`config.mk`:
```
export PLATFORM = sky130hd
export DESIGN_NAME = axis_adc_frame_capture_flat
export DESIGN_NICKNAME = d
export VERILOG_FILES = /design/src/rtl/axis_adc_frame_capture_if.sv /design/src/rtl/axis_adc_frame_capture.sv /design/src/flat_wrapper.sv
export SDC_FILE = /design/constraint.sdc
export NUM_CORES = 1
export LEC_CHECK = 0
export CAP_MARGIN = 20
export CORE_ASPECT_RATIO = 1.2
export CORE_MARGIN = 5
export CORE_UTILIZATION = 55
export CTS_CLUSTER_DIAMETER = 30
export DETAILED_ROUTE_END_ITERATION = 6
export PLACE_DENSITY = 0.76
export SLEW_MARGIN = 20
export SYNTH_ARGS = -nofsm -noshare
export SYNTH_HDL_FRONTEND = slang
export SYNTH_SLANG_ARGS = --single-unit
```
`constraint.sdc`:
```
create_clock -name aclk -period 4.8 [get_ports aclk]
set_clock_uncertainty 0.15 [all_clocks]
set_input_delay 1.2 -clock aclk [delete_from_list [all_inputs] [get_ports aclk]]
set_output_delay 1.2 -clock aclk [all_outputs]
set_load 0.02 [all_outputs]
```
`src/rtl/axis_adc_frame_capture_if.sv`:
```
// AXI4-Stream channel used by the ADC frame capture block.
// The master drives tvalid/tdata/tlast; the slave drives tready.
interface axis_adc_frame_capture_if #(
    parameter int TDATA_WIDTH = 32
) ();
    logic                   tvalid;
    logic                   tready;
    logic [TDATA_WIDTH-1:0] tdata;
    logic                   tlast;

    modport master (output tvalid, output tdata, output tlast, input tready);
    modport slave  (input tvalid, input tdata, input tlast, output tready);
endinterface

```
`src/rtl/axis_adc_frame_capture.sv`:
```
// ADC front end: offset-binary to negated two's complement, complex packing, triggered frame capture into a FIFO.
// Optional macro AXIS_ADC_DECIMATION_EN adds cfg_decimation (push every Nth capture cycle).
//
// state   | meaning
// IDLE    | waiting for trig with a non-zero sample count
// CAPTURE | pushing one converted sample per slot until the count runs out
// DRAIN   | capture done, waiting for the FIFO and output register to empty
module axis_adc_frame_capture #(
    parameter int ADC_DATA_WIDTH   = 14,
    parameter int AXIS_TDATA_WIDTH = 32,
    parameter int FIFO_DEPTH       = 16,
    parameter int CNTR_WIDTH       = 32
) (
    input  logic                      aclk,
    input  logic                      aresetn,
    output logic                      adc_csn,
    input  logic [ADC_DATA_WIDTH-1:0] adc_dat_a,
    input  logic [ADC_DATA_WIDTH-1:0] adc_dat_b,
    input  logic [1:0]                adc_channel_switch,
    input  logic [CNTR_WIDTH-1:0]     cfg_sample_count,
`ifdef AXIS_ADC_DECIMATION_EN
    input  logic [15:0]               cfg_decimation,
`endif
    input  logic                      trig,
    output logic                      busy,
    output logic                      overflow,
    axis_adc_frame_capture_if.master  m_axis
);
    localparam int H  = AXIS_TDATA_WIDTH / 2;
    localparam int AW = $clog2(FIFO_DEPTH);
    localparam int EW = AXIS_TDATA_WIDTH + 1;

    if (ADC_DATA_WIDTH >= H) begin : g_bad_adc_width
        $error("ADC_DATA_WIDTH must be less than AXIS_TDATA_WIDTH/2");
    end
    if ((H % 8) != 0) begin : g_bad_tdata_width
        $error("AXIS_TDATA_WIDTH/2 must be a multiple of 8");
    end
    if (FIFO_DEPTH < 4 || (FIFO_DEPTH & (FIFO_DEPTH - 1)) != 0) begin : g_bad_depth
        $error("FIFO_DEPTH must be a power of 2 and at least 4");
    end

    typedef enum logic [1:0] {S_IDLE, S_CAPTURE, S_DRAIN} state_t;

    function automatic logic [H-1:0] conv(input logic [ADC_DATA_WIDTH-1:0] x);
        logic [H-1:0] ext;
        ext = {{(H-ADC_DATA_WIDTH+1){~x[ADC_DATA_WIDTH-1]}}, x[ADC_DATA_WIDTH-2:0]};
        return -ext;
    endfunction

    state_t                    state;
    logic [ADC_DATA_WIDTH-1:0] dat_a_q;
    logic [ADC_DATA_WIDTH-1:0] dat_b_q;
    logic [1:0]                switch_q;
    logic [CNTR_WIDTH-1:0]     remaining;
    logic [EW-1:0]             mem [FIFO_DEPTH];
    logic [AW-1:0]             wr_ptr;
    logic [AW-1:0]             rd_ptr;
    logic [AW:0]               fifo_count;
    logic [AW:0]               occupancy;
    logic                      tvalid_q;
    logic                      tlast_q;
    logic [AXIS_TDATA_WIDTH-1:0] tdata_q;
    logic                      overflow_q;
    logic [H-1:0]              conv_a;
    logic [H-1:0]              conv_b;
    logic [AXIS_TDATA_WIDTH-1:0] sample_data;
    logic                      accept;
    logic                      load;
    logic                      full_after_pop;
    logic                      dec_hit;
    logic                      sample_slot;
    logic                      push;
    logic                      last_slot;

`ifdef AXIS_ADC_DECIMATION_EN
    logic [15:0] dec_q;
    logic [15:0] dec_cnt;
    assign dec_hit = (dec_cnt == 16'd0);
`else
    assign dec_hit = 1'b1;
`endif

    assign adc_csn = 1'b1;

    // Input stage has no reset: it just retimes the ADC pins.
    always_ff @(posedge aclk) begin
        dat_a_q  <= adc_dat_a;
        dat_b_q  <= adc_dat_b;
        switch_q <= adc_channel_switch;
    end

    assign conv_a = conv(dat_a_q);
    assign conv_b = conv(dat_b_q);

    always_comb begin
        sample_data = '0;
        unique case (switch_q)
            2'b00: sample_data = {conv_a, conv_b};
            2'b01: sample_data = {{H{1'b0}}, conv_a};
            2'b10: sample_data = {{H{1'b0}}, conv_b};
            2'b11: sample_data = {{H{1'b0}}, conv_a - conv_b};
        endcase
    end

    // The output register counts as one FIFO entry so total buffering is FIFO_DEPTH.
    assign accept         = tvalid_q && m_axis.tready;
    assign occupancy      = fifo_count + (AW+1)'(tvalid_q);
    assign full_after_pop = (occupancy == (AW+1)'(FIFO_DEPTH)) && !accept;
    assign load           = (!tvalid_q || m_axis.tready) && (fifo_count != '0);
    assign sample_slot    = (state == S_CAPTURE) && dec_hit;
    assign push           = sample_slot && !full_after_pop;
    assign last_slot      = (remaining == CNTR_WIDTH'(1));

    always_ff @(posedge aclk) begin
        if (push) begin
            mem[wr_ptr] <= {last_slot, sample_data};
        end
    end

    always_ff @(posedge aclk) begin
        if (!aresetn) begin
            state      <= S_IDLE;
            remaining  <= '0;
            wr_ptr     <= '0;
            rd_ptr     <= '0;
            fifo_count <= '0;
            tvalid_q   <= 1'b0;
            tlast_q    <= 1'b0;
            tdata_q    <= '0;
            overflow_q <= 1'b0;
`ifdef AXIS_ADC_DECIMATION_EN
            dec_q      <= '0;
            dec_cnt    <= '0;
`endif
        end else begin
            if (push) begin
                wr_ptr <= wr_ptr + 1'b1;
            end
            if (load) begin
                rd_ptr <= rd_ptr + 1'b1;
            end
            fifo_count <= fifo_count + (AW+1)'(push) - (AW+1)'(load);

            if (!tvalid_q || m_axis.tready) begin
                tvalid_q <= load;
                if (load) begin
                    {tlast_q, tdata_q} <= mem[rd_ptr];
                end else begin
                    tlast_q <= 1'b0;
                end
            end

            unique case (state)
                S_IDLE: begin
                    if (trig && cfg_sample_count != '0) begin
                        state      <= S_CAPTURE;
                        remaining  <= cfg_sample_count;
                        overflow_q <= 1'b0;
`ifdef AXIS_ADC_DECIMATION_EN
                        dec_q      <= cfg_decimation;
                        dec_cnt    <= '0;
`endif
                    end
                end
                S_CAPTURE: begin
`ifdef AXIS_ADC_DECIMATION_EN
                    dec_cnt <= dec_hit ? dec_q : dec_cnt - 16'd1;
`endif
                    if (sample_slot) begin
                        if (full_after_pop) begin
                            overflow_q <= 1'b1;
                        end
                        remaining <= remaining - 1'b1;
                        if (last_slot) begin
                            state <= S_DRAIN;
                        end
                    end
                end
                S_DRAIN: begin
                    if (occupancy == '0 || (occupancy == (AW+1)'(1) && accept)) begin
                        state <= S_IDLE;
                    end
                end
                default: state <= S_IDLE;
            endcase
        end
    end

    assign busy          = (state != S_IDLE);
    assign overflow      = overflow_q;
    assign m_axis.tvalid = tvalid_q;
    assign m_axis.tdata  = tdata_q;
    assign m_axis.tlast  = tlast_q;
endmodule

```
`src/flat_wrapper.sv`:
```
// flat-port wrapper written by rule: the top's interface ports become plain ports
module axis_adc_frame_capture_flat 
#(
    parameter int ADC_DATA_WIDTH   = 14,
    parameter int AXIS_TDATA_WIDTH = 32,
    parameter int FIFO_DEPTH       = 16,
    parameter int CNTR_WIDTH       = 32
)
  (aclk, aresetn, adc_csn, adc_dat_a, adc_dat_b, adc_channel_switch, cfg_sample_count, trig, busy, overflow, m_axis_tvalid, m_axis_tdata, m_axis_tlast, m_axis_tready);
  axis_adc_frame_capture_if #(.TDATA_WIDTH(32)) m_axis_i ();
  input  logic aclk;
  input  logic aresetn;
  output logic adc_csn;
  input  logic [ADC_DATA_WIDTH-1:0] adc_dat_a;
  input  logic [ADC_DATA_WIDTH-1:0] adc_dat_b;
  input  logic [1:0] adc_channel_switch;
  input  logic [CNTR_WIDTH-1:0] cfg_sample_count;
  input  logic trig;
  output logic busy;
  output logic overflow;
  output wire logic [$bits(m_axis_i.tvalid)-1:0] m_axis_tvalid;
  output wire logic [$bits(m_axis_i.tdata)-1:0] m_axis_tdata;
  output wire logic [$bits(m_axis_i.tlast)-1:0] m_axis_tlast;
  input wire logic [$bits(m_axis_i.tready)-1:0] m_axis_tready;
  assign m_axis_tvalid = m_axis_i.tvalid;
  assign m_axis_tdata = m_axis_i.tdata;
  assign m_axis_tlast = m_axis_i.tlast;
  assign m_axis_i.tready = m_axis_tready;
  axis_adc_frame_capture #(.ADC_DATA_WIDTH(ADC_DATA_WIDTH), .AXIS_TDATA_WIDTH(AXIS_TDATA_WIDTH), .FIFO_DEPTH(FIFO_DEPTH), .CNTR_WIDTH(CNTR_WIDTH)) u_core (.aclk(aclk), .aresetn(aresetn), .adc_csn(adc_csn), .adc_dat_a(adc_dat_a), .adc_dat_b(adc_dat_b), .adc_channel_switch(adc_channel_switch), .cfg_sample_count(cfg_sample_count), .trig(trig), .busy(busy), .overflow(overflow), .m_axis(m_axis_i));
endmodule
```
# Yosys cells after proc, flatten, opt, wreduce, memory -nomap -nowiden
# Memories as Yosys holds them, arrays and structs flattened. A register that Yosys moved wholly into a read port is not among the register bits.
# Cells that the tools add are included.
# W data, S select, Z words.
[word_totals]
regBits = 112
ramBits = 528
inputBits = 66
out_inout_bits = 37
word_cells = 73
n_memories = 1
[mem_list]
columns = ["memory", "words", "width", "read_ports", "rd_ports_with_merged_regs", "wr", "line", "rtl"]
rows = [
  ["u_core.mem", 16, 33, 1, 1, 1, "axis_adc_frame_capture.sv:56", "logic [EW-1:0] mem [FIFO_DEPTH];"],
]
[op_classes]
add_sub_neg = 9
n_eq_ne = 12
n_mux = 15
bitwise = 2
n_reduce_logical = 22
[op_table]
columns = ["operator", "count"]
rows = [
  ["$pmux W32 S4", 1],
  ["$pmux W32 S2", 1],
  ["$eq A32 B1 Y1 const B", 1],
  ["$mux W32", 1],
  ["$neg A16 Y16", 2],
  ["$reduce_bool A32 Y1", 1],
  ["$sub A32 B1 Y32 const B", 1],
  ["$sub A16 B16 Y16", 1],
  ["$add A5 B1 Y5", 2],
  ["$add A4 B1 Y4 const B", 2],
  ["$mux W4", 2],
  ["$eq A2 B2 Y1 const B", 3],
  ["$logic_and A1 B1 Y1", 6],
  ["$mux W2", 3],
  ["$ne A2 B1 Y1 const B", 3],
  ["$pmux W2 S3", 1],
  ["$reduce_and A3 Y1", 2],
  ["$eq A5 B1 Y1 const B", 1],
  ["$eq A5 B5 Y1 const B", 1],
  ["$logic_not A5 Y1", 1],
  ["$mux W1", 5],
  ["$reduce_bool A5 Y1", 1],
  ["$sub A5 B1 Y5", 1],
  ["$eq A2 B1 Y1 const B", 2],
  ["other kinds (8)", 15],
]

# Depth between registers and ports, before layout
# Gate-level depths: netlist (run 1).
[depth]
depth_word = 7
depth_mapped = 17
depth_no_buf = 15

# Least setup slack after synthesis (run 1)
# Ideal clock, no wire load.
[synth_path]
kind = "input port to flip-flop"
startpoint = "in m_axis_tready"
endpoint = "mem u_core.mem[3][0] (netlist bit) (enable)"
setup_time_ps = 464
arrival_ps = 4382
required_time_ps = 4186
path_slack_ps = -196
stages = 5
n_path_buf = 0
cell_sequence = "nand2_1 -> nor3b_1 -> a21oi_1 -> nand2_1 -> nor3_1"
[synth_via]
elab_chain_len = 7
[synth_lines]
columns = ["element", "line", "rtl"]
rows = [
  ["start, declared", "flat_wrapper.sv:24", "input wire logic [$bits(m_axis_i.tready)-1:0] m_axis_tready;"],
  ["$logic_and A1 B1 Y1", "axis_adc_frame_capture.sv:107", "assign accept = tvalid_q && m_axis.tready;"],
  ["$logic_not A1 Y1", "axis_adc_frame_capture.sv:109", "assign full_after_pop = (occupancy == (AW+1)'(FIFO_DEPTH)) && !accept;"],
  ["$logic_and A1 B1 Y1", "axis_adc_frame_capture.sv:109", ""],
  ["$logic_not A1 Y1", "axis_adc_frame_capture.sv:112", "assign push = sample_slot && !full_after_pop;"],
  ["$logic_and A1 B1 Y1", "axis_adc_frame_capture.sv:112", ""],
  ["via u_core.push", "axis_adc_frame_capture.sv:73", "logic push;"],
  ["$mux W1", "axis_adc_frame_capture.sv:116", "if (push) begin"],
  ["$mux W1 (not written as such)", "axis_adc_frame_capture.sv:117", "mem[wr_ptr] <= {last_slot, sample_data};"],
  ["end, declared", "axis_adc_frame_capture.sv:56", ""],
]
# The timed path passes the listed nets, and every way through them passes these cells.

# Final worst setup path (run 1)
[layout_path]
startpoint = "reg u_core.dat_a_q[0]"
endpoint = "mem u_core.mem[3][14] (netlist bit) (data pin)"
[layout_via]
elab_chain_len = 3
[layout_lines]
columns = ["element", "line", "rtl"]
rows = [
  ["start, declared", "axis_adc_frame_capture.sv:52", "logic [ADC_DATA_WIDTH-1:0] dat_a_q;"],
  ["start signal, assigned", "axis_adc_frame_capture.sv:88", "dat_a_q <= adc_dat_a;"],
  ["$neg A16 Y16 (*)", "axis_adc_frame_capture.sv:48", "return -ext;"],
  ["$sub A16 B16 Y16", "axis_adc_frame_capture.sv:102", "2'b11: sample_data = {{H{1'b0}}, conv_a - conv_b};"],
  ["$pmux W32 S4 (*)", "axis_adc_frame_capture.sv:98", "unique case (switch_q)"],
  ["via u_core.sample_data[14]", "axis_adc_frame_capture.sv:67", "logic [AXIS_TDATA_WIDTH-1:0] sample_data;"],
]
# The timed path passes the listed nets; every way through them passes the cells marked *.

==> metrics.yaml, run 1 <==
status:
  outcome: "completed"
global_route:
  grt_overflow: 0
  grt_max_degree: 79
  grt_pass1_wl_microns: 98000
  antenna_found_initial: 1
  grtUsageTotal_pct: 24.8
  grt_pass1_vias: 16100
timing:
  fin_tns_setup_ns: 0
  rsz0062_at_grt: "false"
  finalSetupViolations: 0
  fmax_ghz: 0.236
  worstMarginPinSlew_ns: 1.12
  slew_headroom_pct: 25.0
  period_share_pct: 88.1
  slew_violations: 0
  finalHoldViolCount: 0
  timing.hold.ws_ns: 0.313
  period_minus_slack_ns: 4.23
synth:
  synth-edff-count: 528
  ys_seq_area_share_pct: 68.8
  synth_warnings: 0
  async_flop_share_pct: 0
  avgSynthCellArea_sq_um: 16.9
  syn_inst: 1559
  syn_nets: 1661
  yosys_most_used_dff: "edfxtp_1"
  synth_cell_types: 78
  netlist_area_sq_um: 26400
  ys_ff_latch: 644
place:
  place_area_sq_um: 28600
  dp.cells: 2278
  io_buffers: 101
  dpl.hpwl_microns: 35700
  gp_congestion: 0.861
final_layout:
  final_nets: 1853
  final_area_sq_um: 32100
  diodes: 0
  area_delta_synth_final_pct: 21.5
  stdcell_count: 2469
  final_cell_mix: "edfxtp_1, mux4_2, nand2_1, dfxtp_1, clkbuf_16"
  final_common_cell: "edfxtp_1"
  post_route_cells_drive_above_1_share_pct: 25.0
detailed_routing:
  vias: 15400
  met1_length_microns: 24200
  drtPass1Iterations: 5
  highest_layer: "met5"
  route.detailed.drc: 0
  wl_met2_microns: 33100
  wl_per_cell_microns: 26.3
  avgViaCountPerCell: 6.23
  ant_nets: 0
  drt_iter0_markers: 1542
  wl_met3_microns: 5710
  wl_microns: 64900
worst_setup_path:
  start_kind: "flop"
  endpoint_kind: "flop"
  arrival_ns: 4.46
  critPathKind: "flop to flop"
  crit_required_ns: 5.03
  worst-path-max-fanout: 16
clocking:
  cts_max_level: 3
  clk_latency_ns: 0.64
  cts.path.max_buffers: 3
  ctsRootBufferMaster: "clkbuf_16"
  clkSinkCount: 644
  cts_tree: "done"
  clk_pin_slew_ns: 0.06
  holdBufCountCts: 0
  numCtsBuffers: 101
floorplan:
  dieHeight_microns: 250
  ios: 103
  initial_core_util_pct: 55.3
  fp.dieW_microns: 210
  die_area_sq_um: 52500
  rows: 88
  core_sq_um: 47800
hold_path:
  hold_path_class: "flop to flop"
pwr:
  power_density_nw_per_um2: 541
  peakVddDrop_mv: 0.328
  finalPower_uw: 17300
  p_leak_uw: 0.0107
job:
  drv_cap: 0
-- sequential cells by signal, indices dropped and copies added, names as in the netlist, named ones only --
signal,flops
u_core.dat_a_q,14
u_core.fifo_count,5
u_core.remaining,32
u_core.dat_b_q,14
u_core.wr_ptr,4
u_core.mem,528
u_core.state,2
u_core.m_axis.tlast,1
u_core.switch_q,2
u_core.rd_ptr,4
u_core.m_axis.tdata,32
u_core.overflow,1
u_core.m_axis.tvalid,1
-- timing repair --
action / CTS / global route
setup endpoints to repair: 0 / 16
resized for setup: 0 / 1
setup buffers: 0 / 0
-- path summary, 6_finish.rpt --
kind                          startpoint                      to  slack [ns]  cells after the start
setup reg to reg       u_core.dat_a_q[0]       u_core.mem[3][14]        0.57                     15
setup / recovery       u_core.dat_a_q[0]       u_core.mem[3][14]        0.57                     15
hold reg to reg   u_core.m_axis.tdata[0]  u_core.m_axis.tdata[0]        0.31                      2
hold / removal    u_core.m_axis.tdata[0]  u_core.m_axis.tdata[0]        0.31                      2
-- final cells by class --
| class | instances | area [sq um] |
|---|---|---|
| Sequential cell | 644 | 18200 |
| Fill cell | 3019 | 15700 |
| Multi-Input combinational cell | 797 | 7930 |
| Clock buffer | 111 | 2630 |
| Timing Repair Buffer | 167 | 1580 |
| Clock inverter | 80 | 830 |
| Tap cell | 630 | 788 |
| Inverter | 40 | 150 |
-- metal layers --
metal	track usage, %	vias to the layer above
met2	41.9	823
met4	8.90	2
met3	5.64	125
met5	0	-
li1	-	6601
met1	31.8	7831
-- worst max-delay path, cell delays in order, from the launching register on --
cell and delay (ns):
dfxtp_1 0.30, inv_1 0.12, ha_1 0.24, inv_1 0.10
or3_1 0.33, xnor2_1 0.25, inv_1 0.08, ha_1 0.30
o21ai_0 0.16, o31a_1 0.30, o41a_1 0.46, o31ai_1 0.34
o41ai_2 0.13, xnor2_1 0.14, a21oi_1 0.11, mux2i_4 0.44
-- power breakdown --
group | switching [uW] | internal [uW] | total (uW)
Sequential | 335 | 6360 | 6690
Clock | 2750 | 4520 | 7270
Combinational | 1680 | 1700 | 3380
Total | 4770 | 12600 | 17300
-- logic make-up after synthesis --
family	Yosys count	synth area share, %
buffers and inverters	118	1.77
xor gates and xnor gates	45	1.52
DFF	644	68.8
other	1	0.0142
adders and majority gates	36	1.76
AOI/OAI and AO/OA	192	5.25
and+or+nand+nor	351	6.51
muxes	172	14.3
-- cell usage after synthesis (all sizes together), types with 3 or more instances --
| library cell | instances | area, sq um |
|---|---|---|
| o31a | 3 | 27.5 |
| o21ai | 34 | 174 |
| inv | 40 | 150 |
| o31ai | 4 | 35.0 |
| xnor2 | 23 | 201 |
| dfxtp | 116 | 2320 |
| or4 | 10 | 83.8 |
| nor3 | 24 | 120 |
| ha | 34 | 425 |
| o221ai | 4 | 35.0 |
| o21a | 3 | 22.5 |
| or2 | 10 | 62.6 |
| a211o | 4 | 37.5 |
| nor4 | 23 | 165 |
| a32oi | 4 | 35.0 |
| nor2b | 16 | 100 |
| nand2 | 121 | 454 |
| and3 | 4 | 25.0 |
| a21boi | 47 | 353 |
| a222oi | 5 | 50.1 |
| clkbuf | 59 | 231 |
| a21oi | 29 | 145 |
| or3 | 11 | 68.8 |
| nand3 | 16 | 80.1 |
| mux2i | 4 | 40.0 |
| nand4 | 7 | 43.8 |
| xor2 | 22 | 200 |
| edfxtp | 528 | 15900 |
| a21o | 3 | 23.8 |
| mux2 | 3 | 33.8 |
| mux4 | 165 | 3720 |
| a22oi | 6 | 45.0 |
| nand2b | 3 | 18.8 |
| and2 | 22 | 138 |
| o211ai | 15 | 123 |
| a31oi | 7 | 65.1 |
| buf | 19 | 85.1 |
| nor2 | 74 | 278 |
| o41ai | 4 | 42.6 |
| a211oi | 7 | 52.6 |
-- stage by stage --
step                setup WS, ns  utilization, %
floorplan                  0.656               -
global placement           0.313            59.9
detailed placement         0.175            59.9
CTS                        0.150            67.1
global route               0.230            67.2
finish                     0.571            67.2
No activity file was read; power rests on OpenSTA's default activity.
==> run 2, diff against run 1 <==
ABC_CLOCK_PERIOD_IN_PS = 4800   (was unset)
CTS_CLUSTER_SIZE = 24   (was unset)
==> results of run 2 <==
No change in the layout: final DEF, timing and power equal those of run 1.
==> run 3, diff against run 2 <==
CELL_PAD_IN_SITES_DETAIL_PLACEMENT = 2   (was unset)
CELL_PAD_IN_SITES_GLOBAL_PLACEMENT = 2   (was unset)
CORE_UTILIZATION = 42   (was 55)
PLACE_DENSITY = unset   (was 0.76)
PLACE_DENSITY_LB_ADDON = 0.1   (was unset)
==> metrics.yaml, run 3 (same netlist as run 1, synthesis figures left out) <==
timing:
  finalSetupViolations: 0  # unchanged
  rsz0062_at_grt: "false"  # unchanged
  worstMarginPinSlew_ns: 1.04  # was 1.12 ns
  fmax_ghz: 0.220  # was 0.236 GHz
  slew_headroom_pct: 30.3  # was 25.0%
  period_minus_slack_ns: 4.54  # was 4.23 ns
  fin_tns_setup_ns: 0  # unchanged
  finalHoldViolCount: 0  # unchanged
  slew_violations: 0  # unchanged
  period_share_pct: 94.7  # was 88.1%
global_route:
  grt_pass1_vias: 17900  # was 16100
  grtUsageTotal_pct: 24.8  # about the same
  grt_overflow: 0  # unchanged
  grt_pass1_wl_microns: 123000  # was 98000 microns
  antenna_found_initial: 0  # was 1
  grt_max_degree: 66  # was 79
pwr:
  p_leak_uw: 0.0113  # was 0.0107 uW
  peakVddDrop_mv: 0.340  # was 0.328 mV
  power_density_nw_per_um2: 588  # was 541 nW/um^2
place:
  dpl.hpwl_microns: 48100  # was 35700 microns
  dp.cells: 2470  # was 2278
  gp_congestion: 0.800  # was 0.861
  io_buffers: 101  # unchanged
floorplan:
  initial_core_util_pct: 42.5  # was 55.3%
  ios: 103  # unchanged
  rows: 100  # was 88
  fp.dieW_microns: 239  # was 210 microns
  core_sq_um: 62200  # was 47800 sq um
  dieHeight_microns: 285  # was 250 microns
  die_area_sq_um: 68000  # was 52500 sq um
detailed_routing:
  ant_nets: 0  # unchanged
  avgViaCountPerCell: 5.85  # was 6.23
  drtPass1Iterations: 5  # unchanged
  wl_microns: 83800  # was 64900 microns
  wl_per_cell_microns: 30.9  # was 26.3 microns
  route.detailed.drc: 0  # unchanged
  vias: 15900  # was 15400
  drt_iter0_markers: 1123  # was 1542
final_layout:
  fin_util_pct: 54.0  # was 67.2%
  area_delta_synth_final_pct: 27.0  # was 21.5%
  multi_input_area_sq_um: 7940  # was 7930 sq um
  largest_reg_flops: 528  # unchanged
  final_cell_mix: "edfxtp_1, mux4_2, clkbuf_16, nand2_1, dfxtp_1"  # was edfxtp_1, mux4_2, nand2_1, dfxtp_1, clkbuf_16
  fill_cells: 5387  # was 3019
  final_common_cell: "edfxtp_1"  # unchanged
  post_route_cells_drive_above_1_share_pct: 26.7  # was 25.0%
  stdcell_count: 2711  # was 2469
  top_register: "u_core.mem"  # unchanged
  final_nets: 1889  # was 1853
  seq_area_sq_um: 18200  # unchanged
worst_setup_path:
  worst-path-max-fanout: 16  # unchanged
  crit_family: "compound AO/OA/AOI/OAI gates"  # unchanged
  path_buf_inv: 3  # unchanged
  r2r_slack_ns: 0.26  # was 0.57 ns
  timing.rr.end: "u_core.mem[3][14]"  # unchanged
  critPathKind: "flop to flop"  # unchanged
  crit_required_ns: 5.07  # was 5.03 ns
  startpoint: "u_core.dat_a_q[0]"  # unchanged
  start_kind: "flop"  # unchanged
  r2r_start: "u_core.dat_a_q[0]"  # unchanged
  cpMostUsedCell: "inv_1"  # unchanged
  endpoint_kind: "flop"  # unchanged
  path_cells: "inv_1 > ha_1 > inv_1 > or3_1 > xnor2_1 > inv_1 > ha_1 > o21ai_0 > o31a_1 > o41a_1 > o31ai_1 > o41ai_2 > xnor2_1 > a21oi_1 > mux2i_4"  # unchanged
  r2r_cells: 15  # unchanged
  arrival_ns: 4.82  # was 4.46 ns
  max_stage_delay_ns: 0.48  # was 0.46 ns
  critPathSlowestCell: "mux2i_4"  # was o41a_1
job:
  drv_cap: 0  # unchanged
clocking:
  cts.path.max_buffers: 3  # unchanged
  numCtsBuffers: 130  # was 101
  clk_latency_ns: 0.71  # was 0.64 ns
  cts_tree: "done"  # unchanged
  cts_max_level: 4  # was 3
  clk_pin_slew_ns: 0.05  # was 0.06 ns
  clkSinkCount: 644  # unchanged
  ctsRootBufferMaster: "clkbuf_16"  # unchanged
hold_path:
  min_to: "u_core.m_axis.tdata[27]"  # was u_core.m_axis.tdata[0]
  hold_path_class: "flop to flop"  # unchanged
  hold_depth: 2  # unchanged
  hp-start: "u_core.m_axis.tdata[27]"  # was u_core.m_axis.tdata[0]
status:
  outcome: "completed"  # unchanged
[run 3: layout make-up]
type | count | share of cell area [%]
inverters | 40 | 0.448
well taps | 816 | 3.04
clock buffers | 165 | 10.7
multi-input cells | 797 | 23.7
flip-flops and latches | 644 | 54.2
clock inverters | 74 | 2.99
diodes | 1 | 0.00746
repair buffers | 174 | 4.97
[run 3: metrics by stage]
stage / power [uW] / hold slack, ns / instance area, sq um / setup slack (ns)
global placement: 10200 / 0.301 / 28900 / 0.212
CTS: 20000 / 0.317 / 33500 / 0.0304
finish: 19700 / 0.312 / 33600 / 0.257
global route: 20500 / 0.335 / 33500 / 0.0218
detailed placement: 10300 / 0.311 / 28900 / -0.202
floorplan: 9030 / 0.310 / 26400 / 0.656
[run 3: metal layers]
metal / global-route usage [%] / vias to the layer above / wire [microns]
met1: 31.1 / 8460 / 33000
met3: 5.26 / 165 / 4660
li1: - / 6685 / -
met4: 8.65 / 0 / 2400
met5: 0 / - / 0
met2: 42.8 / 555 / 43800
[run 3: what timing repair did]
| item | CTS | global route |
|---|---|---|
| endpoints found under the setup margin | 16 | 16 |
| resized for setup | 1 | 1 |
| hold buffers | 0 | 0 |
| setup buffers | 0 | 0 |
[run 3: tightest hold or removal path, cell delays in order (launching register included)]
cell	delay [ns]
dfxtp_1	0.30
nand2_1	0.05
a21boi_0	0.06
[run 3: worst max path at each step]
stage                         end  depth (start not counted)
3_3_place_gp   u_core.mem[12][14]                         15
4_1_cts         u_core.mem[1][13]                         13
3_5_place_dp    u_core.mem[4][14]                         15
6_report        u_core.mem[3][14]                         15
5_1_grt         u_core.mem[6][14]                         15
2_1_floorplan   u_core.mem[0][15]                         11
[run 3: power by group]
| group | switching [uW] | total, uW | internal (uW) |
|---|---|---|---|
| combinational | 1870 | 3590 | 1710 |
| sequential | 334 | 6700 | 6370 |
| clock | 3090 | 9460 | 6360 |
| total | 5300 | 19700 | 14400 |
